**src/rtl/inert_intf_pkg.sv**
```systemverilog
// Shared definitions for the inertial-sensor SPI front end.
//   state_t      : controller states (also exported on the debug port)
//   INIT_TMR_W   : power-up wait timer width
//   SPI_RD       : R/W bit value that marks an SPI read
//   init_word()  : the four configuration words written after power-up
// Build option: define FAST_SIM_EN to shrink the power-up wait to 512
// cycles (9-bit timer); without it the wait is 65536 cycles (16-bit timer).
package inert_intf_pkg;

    typedef enum logic [2:0] {
        INIT_WAIT = 3'd0,
        INIT_WR   = 3'd1,
        WAIT_INT  = 3'd2,
        READ      = 3'd3,
        SHOW      = 3'd4
    } state_t;

`ifdef FAST_SIM_EN
    localparam int INIT_TMR_W = 9;
`else
    localparam int INIT_TMR_W = 16;
`endif

    localparam logic SPI_RD = 1'b1;

    localparam logic [15:0] INIT_WORD0 = 16'h0D02;
    localparam logic [15:0] INIT_WORD1 = 16'h1053;
    localparam logic [15:0] INIT_WORD2 = 16'h1150;
    localparam logic [15:0] INIT_WORD3 = 16'h1460;

    function automatic logic [15:0] init_word(input logic [1:0] idx);
        logic [15:0] w;
        case (idx)
            2'd0:    w = INIT_WORD0;
            2'd1:    w = INIT_WORD1;
            2'd2:    w = INIT_WORD2;
            default: w = INIT_WORD3;
        endcase
        return w;
    endfunction

endpackage

```
**src/rtl/inert_intf_if.sv**
```systemverilog
// SPI request/response bundle between the sensor front end and the SPI
// monarch.
//   wrt        : one-cycle request, asserted only when no transaction is open
//   cmd        : {R/W, addr[6:0], data[7:0]}, stable from wrt until done
//   done       : one-cycle completion of the open transaction
//   inert_data : read word returned by the sensor; only [7:0] carries data
// Handshake: a transaction opens on the wrt cycle and closes on the cycle
// done is high; done outside an open transaction carries no meaning.
interface inert_intf_if;
    logic        wrt;
    logic [15:0] cmd;
    logic        done;
    logic [15:0] inert_data;

    modport master (output wrt, output cmd, input done, input inert_data);
    modport slave  (input wrt, input cmd, output done, output inert_data);
endinterface

```
**src/rtl/inert_intf_int_sync.sv**
```systemverilog
// Two-flop synchronizer for the sensor data-ready line.
//   clk, rst_n : clock and asynchronous active-low reset
//   async_i    : asynchronous input
//   sync_o     : second-stage flop output (the only safe tap)
module int_sync (
    input  logic clk,
    input  logic rst_n,
    input  logic async_i,
    output logic sync_o
);
    logic meta_q;
    logic sync_q;

    always_ff @(posedge clk or negedge rst_n) begin
        if (!rst_n) begin
            meta_q <= 1'b0;
            sync_q <= 1'b0;
        end else begin
            meta_q <= async_i;
            sync_q <= meta_q;
        end
    end

    assign sync_o = sync_q;
endmodule

```
**src/rtl/inert_intf.sv**
```systemverilog
// Inertial-sensor front end: after a power-up wait it writes four
// configuration words over SPI, then on every data-ready interrupt reads
// pitch-rate and Z-accel (low/high bytes) and presents them with a
// one-cycle vld pulse.
//   clk, rst_n : clock, asynchronous active-low reset
//   INT        : sensor data-ready (asynchronous)
//   spi        : SPI request bundle (master side)
//   ptch_rt    : signed pitch rate, updated only in the vld cycle
//   AZ         : signed Z acceleration, updated only in the vld cycle
//   vld        : one-cycle pulse marking a new ptch_rt/AZ pair
//   state_o    : current controller state (debug)
// Build option: FAST_SIM_EN shortens the power-up wait (see package).
module inert_intf
    import inert_intf_pkg::*;
#(
    parameter logic [6:0] PTCH_ADDR = 7'h22,
    parameter logic [6:0] AZ_ADDR   = 7'h2C
) (
    input  logic            clk,
    input  logic            rst_n,
    input  logic            INT,
    inert_intf_if.master    spi,
    output logic [15:0]     ptch_rt,
    output logic [15:0]     AZ,
    output logic            vld,
    output state_t          state_o
);

    logic                  int_s;
    state_t                state_q, state_d;
    logic [1:0]            idx_q, idx_d;
    logic [INIT_TMR_W-1:0] tmr_q, tmr_d;
    logic                  launch;
    logic                  wrt_q, wrt_d;
    logic [15:0]           cmd_q, cmd_d;
    logic [7:0]            hold_q [4];
    logic                  cap_en;
    logic                  show_ld;
    logic [15:0]           ptch_q, ptch_d;
    logic [15:0]           az_q, az_d;
    logic [7:0]            rd_byte;
    logic                  unused_rd_hi;

    int_sync u_int_sync (
        .clk     (clk),
        .rst_n   (rst_n),
        .async_i (INT),
        .sync_o  (int_s)
    );

    assign rd_byte      = spi.inert_data[7:0];
    assign unused_rd_hi = ^spi.inert_data[15:8];

    function automatic logic [15:0] read_word(input logic [1:0] idx);
        logic [15:0] w;
        case (idx)
            2'd0:    w = {SPI_RD, PTCH_ADDR,         8'h00};
            2'd1:    w = {SPI_RD, PTCH_ADDR + 7'd1,  8'h00};
            2'd2:    w = {SPI_RD, AZ_ADDR,           8'h00};
            default: w = {SPI_RD, AZ_ADDR + 7'd1,    8'h00};
        endcase
        return w;
    endfunction

    // State register (timer and transaction index travel with the state)
    always_ff @(posedge clk or negedge rst_n) begin
        if (!rst_n) begin
            state_q <= INIT_WAIT;
            idx_q   <= 2'd0;
            tmr_q   <= '0;
        end else begin
            state_q <= state_d;
            idx_q   <= idx_d;
            tmr_q   <= tmr_d;
        end
    end

    // Next-state logic. 'launch' marks entry into a new transaction; it is
    // only raised on done (or from idle/timer), so a request can never
    // overlap an open transaction.
    always_comb begin
        state_d = state_q;
        idx_d   = idx_q;
        tmr_d   = tmr_q;
        launch  = 1'b0;
        case (state_q)
            INIT_WAIT: begin
                tmr_d = tmr_q + 1'b1;
                if (&tmr_q) begin
                    state_d = INIT_WR;
                    idx_d   = 2'd0;
                    launch  = 1'b1;
                end
            end
            INIT_WR: begin
                if (spi.done) begin
                    if (idx_q == 2'd3) begin
                        state_d = WAIT_INT;
                    end else begin
                        idx_d  = idx_q + 2'd1;
                        launch = 1'b1;
                    end
                end
            end
            WAIT_INT: begin
                if (int_s) begin
                    state_d = READ;
                    idx_d   = 2'd0;
                    launch  = 1'b1;
                end
            end
            READ: begin
                if (spi.done) begin
                    if (idx_q == 2'd3) begin
                        state_d = SHOW;
                    end else begin
                        idx_d  = idx_q + 2'd1;
                        launch = 1'b1;
                    end
                end
            end
            SHOW: begin
                state_d = WAIT_INT;
            end
            default: begin
                state_d = INIT_WAIT;
            end
        endcase
    end

    // Output logic. The final high byte bypasses its holding register so the
    // result registers load on the same edge that enters SHOW, making the
    // new values visible exactly in the vld cycle.
    always_comb begin
        wrt_d = launch;
        cmd_d = cmd_q;
        if (launch) begin
            cmd_d = (state_d == READ) ? read_word(idx_d) : init_word(idx_d);
        end
        cap_en  = (state_q == READ) && spi.done;
        show_ld = cap_en && (idx_q == 2'd3);
        ptch_d  = show_ld ? {hold_q[1], hold_q[0]} : ptch_q;
        az_d    = show_ld ? {rd_byte, hold_q[2]}   : az_q;
        vld     = (state_q == SHOW);
    end

    always_ff @(posedge clk or negedge rst_n) begin
        if (!rst_n) begin
            wrt_q  <= 1'b0;
            cmd_q  <= 16'h0000;
            ptch_q <= 16'h0000;
            az_q   <= 16'h0000;
            for (int i = 0; i < 4; i++) begin
                hold_q[i] <= 8'h00;
            end
        end else begin
            wrt_q  <= wrt_d;
            cmd_q  <= cmd_d;
            ptch_q <= ptch_d;
            az_q   <= az_d;
            if (cap_en) begin
                hold_q[idx_q] <= rd_byte;
            end
        end
    end

    assign spi.wrt = wrt_q;
    assign spi.cmd = cmd_q;
    assign ptch_rt = ptch_q;
    assign AZ      = az_q;
    assign state_o = state_q;

endmodule

```
**src/flat_wrapper.sv**
```systemverilog
// flat-port wrapper written by rule: the top's interface ports become plain ports
module inert_intf_flat import inert_intf_pkg::*;
#(
    parameter logic [6:0] PTCH_ADDR = 7'h22,
    parameter logic [6:0] AZ_ADDR   = 7'h2C
)
  (clk, rst_n, INT, ptch_rt, AZ, vld, state_o, spi_wrt, spi_cmd, spi_done, spi_inert_data);
  inert_intf_if spi_i ();
  input  logic clk;
  input  logic rst_n;
  input  logic INT;
  output logic [15:0] ptch_rt;
  output logic [15:0] AZ;
  output logic vld;
  output state_t state_o;
  output wire logic [$bits(spi_i.wrt)-1:0] spi_wrt;
  output wire logic [$bits(spi_i.cmd)-1:0] spi_cmd;
  input wire logic [$bits(spi_i.done)-1:0] spi_done;
  input wire logic [$bits(spi_i.inert_data)-1:0] spi_inert_data;
  assign spi_wrt = spi_i.wrt;
  assign spi_cmd = spi_i.cmd;
  assign spi_i.done = spi_done;
  assign spi_i.inert_data = spi_inert_data;
  inert_intf #(.PTCH_ADDR(PTCH_ADDR), .AZ_ADDR(AZ_ADDR)) u_core (.clk(clk), .rst_n(rst_n), .INT(INT), .spi(spi_i), .ptch_rt(ptch_rt), .AZ(AZ), .vld(vld), .state_o(state_o));
endmodule
```
**config.mk**
```make
export PLATFORM = sky130hd
export DESIGN_NAME = inert_intf_flat
export DESIGN_NICKNAME = d
export VERILOG_FILES = /design/src/rtl/inert_intf_pkg.sv /design/src/rtl/inert_intf_if.sv /design/src/rtl/inert_intf_int_sync.sv /design/src/rtl/inert_intf.sv /design/src/flat_wrapper.sv
export SDC_FILE = /design/constraint.sdc
export NUM_CORES = 1
export LEC_CHECK = 0
export ABC_AREA = 1
export CAP_MARGIN = 10
export CORE_MARGIN = 3
export CORE_UTILIZATION = 55
export DETAILED_ROUTE_END_ITERATION = 10
export PLACE_DENSITY_LB_ADDON = 0.3
export SLEW_MARGIN = 0
export SYNTH_ARGS = -nofsm -noshare
export SYNTH_HDL_FRONTEND = slang
export SYNTH_SLANG_ARGS = --single-unit
```
**constraint.sdc**
```tcl
create_clock -name clk -period 5.7 [get_ports clk]
set_input_delay 1.14 -clock clk [delete_from_list [all_inputs] [get_ports clk]]
set_output_delay 1.14 -clock clk [all_outputs]
set_load 0.005 [all_outputs]
```
==> summary.md <==
| Metric | Value |
|---|---|
| Clock-pin slew of the registers on the worst-case setup and hold paths | `~0.090 ns` |
| Final Cycle Share | `between 40 and 50%` |
| Area growth from synthesis to final layout | `20.6%` |
| Endpoint arrival time on the critical path | `between 3 and 4 ns` |
| Largest net degree at the start of global routing | `just over 90` |
| Dominant delay contributor by cell family on the critical path | `buffers and inverters` |
| Highest net fanout along the worst path | `40` |
| Number of synthesized flops with an enable pin | `0` |
| Placed insts | `538` |
| CP Launch Type | `input port` |
| Number of unique standard cell types used by synthesis | `30` |
| Portion of total power attributed to the clock network | `between 10% and 20%` |
| DRC violations left | `0` |
| Relative max-transition margin | `around 27%` |
| Cts hold-fix bufs | `0` |
| Worst Reg-to-Reg Cells | `7` |
| Standard-cell rows | `29` |
| Setup TNS after final layout | `0 ns` |
| Pwr per Cell Area | `approximately 480 mW/mm^2` |
| Time the final worst path needs with I/O delays and setup | `~2.8 ns` |
| Per-instance average area after synthesis | `9.25 sq um` |
| Status | `finished, final reports clean` |
| Worst Setup Slack, final | `about 2.9 ns` |
| Final Total Pwr | `between 2 and 2.5 mW` |
| GR Util All Layers | `slightly above 20%` |
| Post-DP Area | `~0.0044 sq mm` |
| Post-detailed-routing wire length | `roughly 7300 um` |
| Cell seen most often among critical-path stages | `nand2_1` |
| Startpoint of the most critical register-to-register path | `u_core.state_o[1]` |
| Worst Setup Slack post-DPL | `approximately 2.5 ns` |
| Reg power frac | `between 40% and 50%` |
| CTS H-tree depth | `3` |
| Clock tree buffer depth | `2` |
| Fraction of layout instances using a drive strength above 1 | `9.22%` |
| Worst Setup Path Type | `in2reg` |
| Fin nets | `between 400 and 500` |
| Post-layout utilization of the core | `a little over two thirds` |
| Proportion of register bits with asynchronous set or reset after synthesis | `between 90% and 100%` |
| Width of the die | `slightly below 90 um` |
| Initial core utilization | `58.5%` |
| Final setup vio count | `0` |
| Internal power component | `~1.5 mW` |
| Top Ports | `73` |
| Core outline area | `0.00653 sq mm` |
| Clock Sinks | `90` |
| Maximum clock skew at final layout | `slightly below 0.006 ns` |
| Drt pass-1 iters | `4` |
| DRT iter0 DRCs | `around 180` |
| Ordered cell list for the critical path | `clkdlybuf4s50_1 -> nand2_1 -> nor2_4 -> inv_2 -> nand2_1 -> o21ai_0` |
| Most used DFF post-synth | `dfrtp_1` |
| Detailed Place HPWL | `approximately 5200 um` |
| Max capacitance violation total | `0` |
| Postcts setup bufs | `0` |
| Sequential element share of the synthesized area | `59.0%` |
| Average wire per cell in the routed design | `13.2 um` |
| Worst reg-to-reg setup slack | `around 3.5 ns` |
| Initial antenna violation count | `0` |
| Buf/Inv on CP | `2` |
| Net switching power | `0.778 mW` |
| Finished Cell Area | `~0.0046 sq mm` |
| Post-route non-filler standard cell count | `approximately 550` |
| Reg2reg end | `u_core.AZ[9]` |
| Count of cell instances traversed by the critical path | `6` |
| Area of the mapped netlist | `~0.0038 sq mm` |
| Worst hold margin | `around 0.38 ns` |
| Hold WC Path Type | `reg2reg` |
| Global-route wire length before repair | `~12000 um` |
| Critical Path End Type | `flip-flop` |
| Die span in y | `~89 um` |
| Combinational share of power | `between 30% and 40%` |
| Post-route antenna net violation count | `0` |
| Setup repair after global routing missed its margin | `no` |
| CP endpoint | `u_core.AZ[9]` |
| Number of flip-flops and latches in the synthesized netlist | `90` |
| Highest clock frequency the design can meet | `between 0.3 and 0.4 GHz` |
| CTS tree | `yes` |
| Worst-path cell with the longest stage delay | `clkdlybuf4s50_1` |
| Number of antenna repair diodes | `0` |
| Crit. Startpoint | `spi_done` |
| Max stage delay on crit path | `about 0.54 ns` |
| Routability-driven placement congestion ratio | `0.826` |
| Quantity of gates resized following cts | `0` |
| Total number of yosys warnings | `0` |
| Final hold violations | `0` |
| Via density per instance | `roughly 5` |
| Routed via count | `2771` |
| Root Buffer Master | `clkbuf_8` |
| Worst Max-Slew Pin Slew | `between 1 and 1.5 ns` |
| Aggregate global routing overflow | `0` |
| Data required time of the worst path | `between 5 and 6 ns` |
| Leakage power total | `~2.4 nW` |
| Total clock buffers created by CTS | `9` |
| Post-Synthesis Cells | `between 400 and 500` |
| Die footprint | `0.00798 sq mm` |
| Switching Share | `approximately a third` |
| # port buffers | `60` |
| Via count of the first global-routing pass | `2723` |
| Max Slew Vio Count | `0` |
| Clock latency reported for the late side of the worst-skew pair | `0.34 ns` |
| Max VDD drop | `between 0.0002 and 0.0003 V` |
[kinds of logic after synthesis]
family	count (synthesis)	share of synthesized area, %
buf+inv	56	6.65
xor+xnor	15	3.44
fa+ha+maj	4	1.31
flops	90	59.0
compound gates	47	6.36
simple gates	200	23.2
other cells	1	0.0982
[final cells by class]
class / count / area [sq um]
fill: 516 / 1920
clock inverter: 6 / 42.5
clock buffer: 10 / 138
timing repair buffer: 60 / 598
sequential: 90 / 2250
multi-input combinational: 270 / 1320
tap: 77 / 96.3
inverter: 41 / 156
[cells in the final DEF, fill, tap and decap left out, types with 2 or more instances in the layout]
cell type        instances
a21oi_1                  4
ha_1                     4
clkbuf_8                10
dfrtp_1                 90
nor2_2                   2
clkdlybuf4s50_1         59
conb_1                   4
nand3_2                  3
clkinv_2                 2
clkinvlp_4               2
nor2_4                   5
nand2_1                152
nand2_4                  2
nor3_1                   2
xnor2_1                  7
o21ai_0                 33
nor2_1                  12
clkinv_4                 2
xor2_1                   8
o21ai_1                  8
nand2_2                  5
inv_2                    6
inv_1                   34
nand3_1                 13
[worst min-delay path by stage]
| stage | startpoint | to | cells past startpoint |
|---|---|---|---|
| after detailed placement | u_core.u_int_sync.meta_q | u_core.u_int_sync.sync_o | 0 |
| after global placement | u_core.u_int_sync.meta_q | u_core.u_int_sync.sync_o | 0 |
| after floorplan | u_core.u_int_sync.meta_q | u_core.u_int_sync.sync_o | 0 |
| after global routing | u_core.u_int_sync.meta_q | u_core.u_int_sync.sync_o | 0 |
| final | u_core.u_int_sync.meta_q | u_core.u_int_sync.sync_o | 0 |
| after CTS | u_core.u_int_sync.meta_q | u_core.u_int_sync.sync_o | 0 |
[worst reg2reg max path: stages (launching register included)]
cell and delay (ns):
dfrtp_1 0.40, inv_1 0.11, nor3_1 0.18, nand2_1 0.14, nor2_4 0.49, inv_2 0.44, nand2_1 0.17, o21ai_0 0.09
[cell usage after synthesis, types with 3 or more instances]
cell,count,share of area (%)
nand2_1,152,15
inv_1,34,3.3
nor2_1,12,1.2
buf_4,6,1.2
xnor2_1,7,1.6
nor2_4,5,1.5
o21ai_1,8,1.0
nand3_1,13,1.7
ha_1,4,1.3
dfrtp_1,90,59
nand2_2,5,0.82
a21oi_1,4,0.52
clkbuf_1,4,0.39
nand3_2,3,0.79
xor2_1,8,1.8
o21ai_0,33,4.3
inv_2,6,0.59
buf_2,3,0.39
[flip-flops by register name, indices dropped and copies added, names as in the netlist]
name,cells
u_core.AZ,16
u_core.hold_q,24
u_core.idx_q,2
u_core.ptch_rt,16
u_core.spi.cmd,10
u_core.spi.wrt,1
u_core.state_o,3
u_core.tmr_q,16
u_core.u_int_sync.meta_q,1
u_core.u_int_sync.sync_o,1
[metal layers]
layer  up-vias  part of all wire, %  wire length [um]  track usage [%]
li1       1388                    -                 -                -
met5         -                    0                 0                0
met4         0                  1.1                81             9.07
met2        64                   50              3670             32.2
met3         9                  4.0               290             4.52
met1      1310                   45              3270             26.5
[power by group through the flow]
| stage | logic [mW] | clock network, mW | registers, mW |
|---|---|---|---|
| detailed placement | 0.834 | 0 | 1.03 |
| CTS | 0.837 | 0.397 | 1.02 |
| global placement | 0.800 | 0 | 1.02 |
| finish | 0.825 | 0.387 | 1.02 |
| floorplan | 0.452 | 0 | 1.01 |
| global route | 0.937 | 0.429 | 1.05 |
No activity file was read; power rests on OpenSTA's default activity.
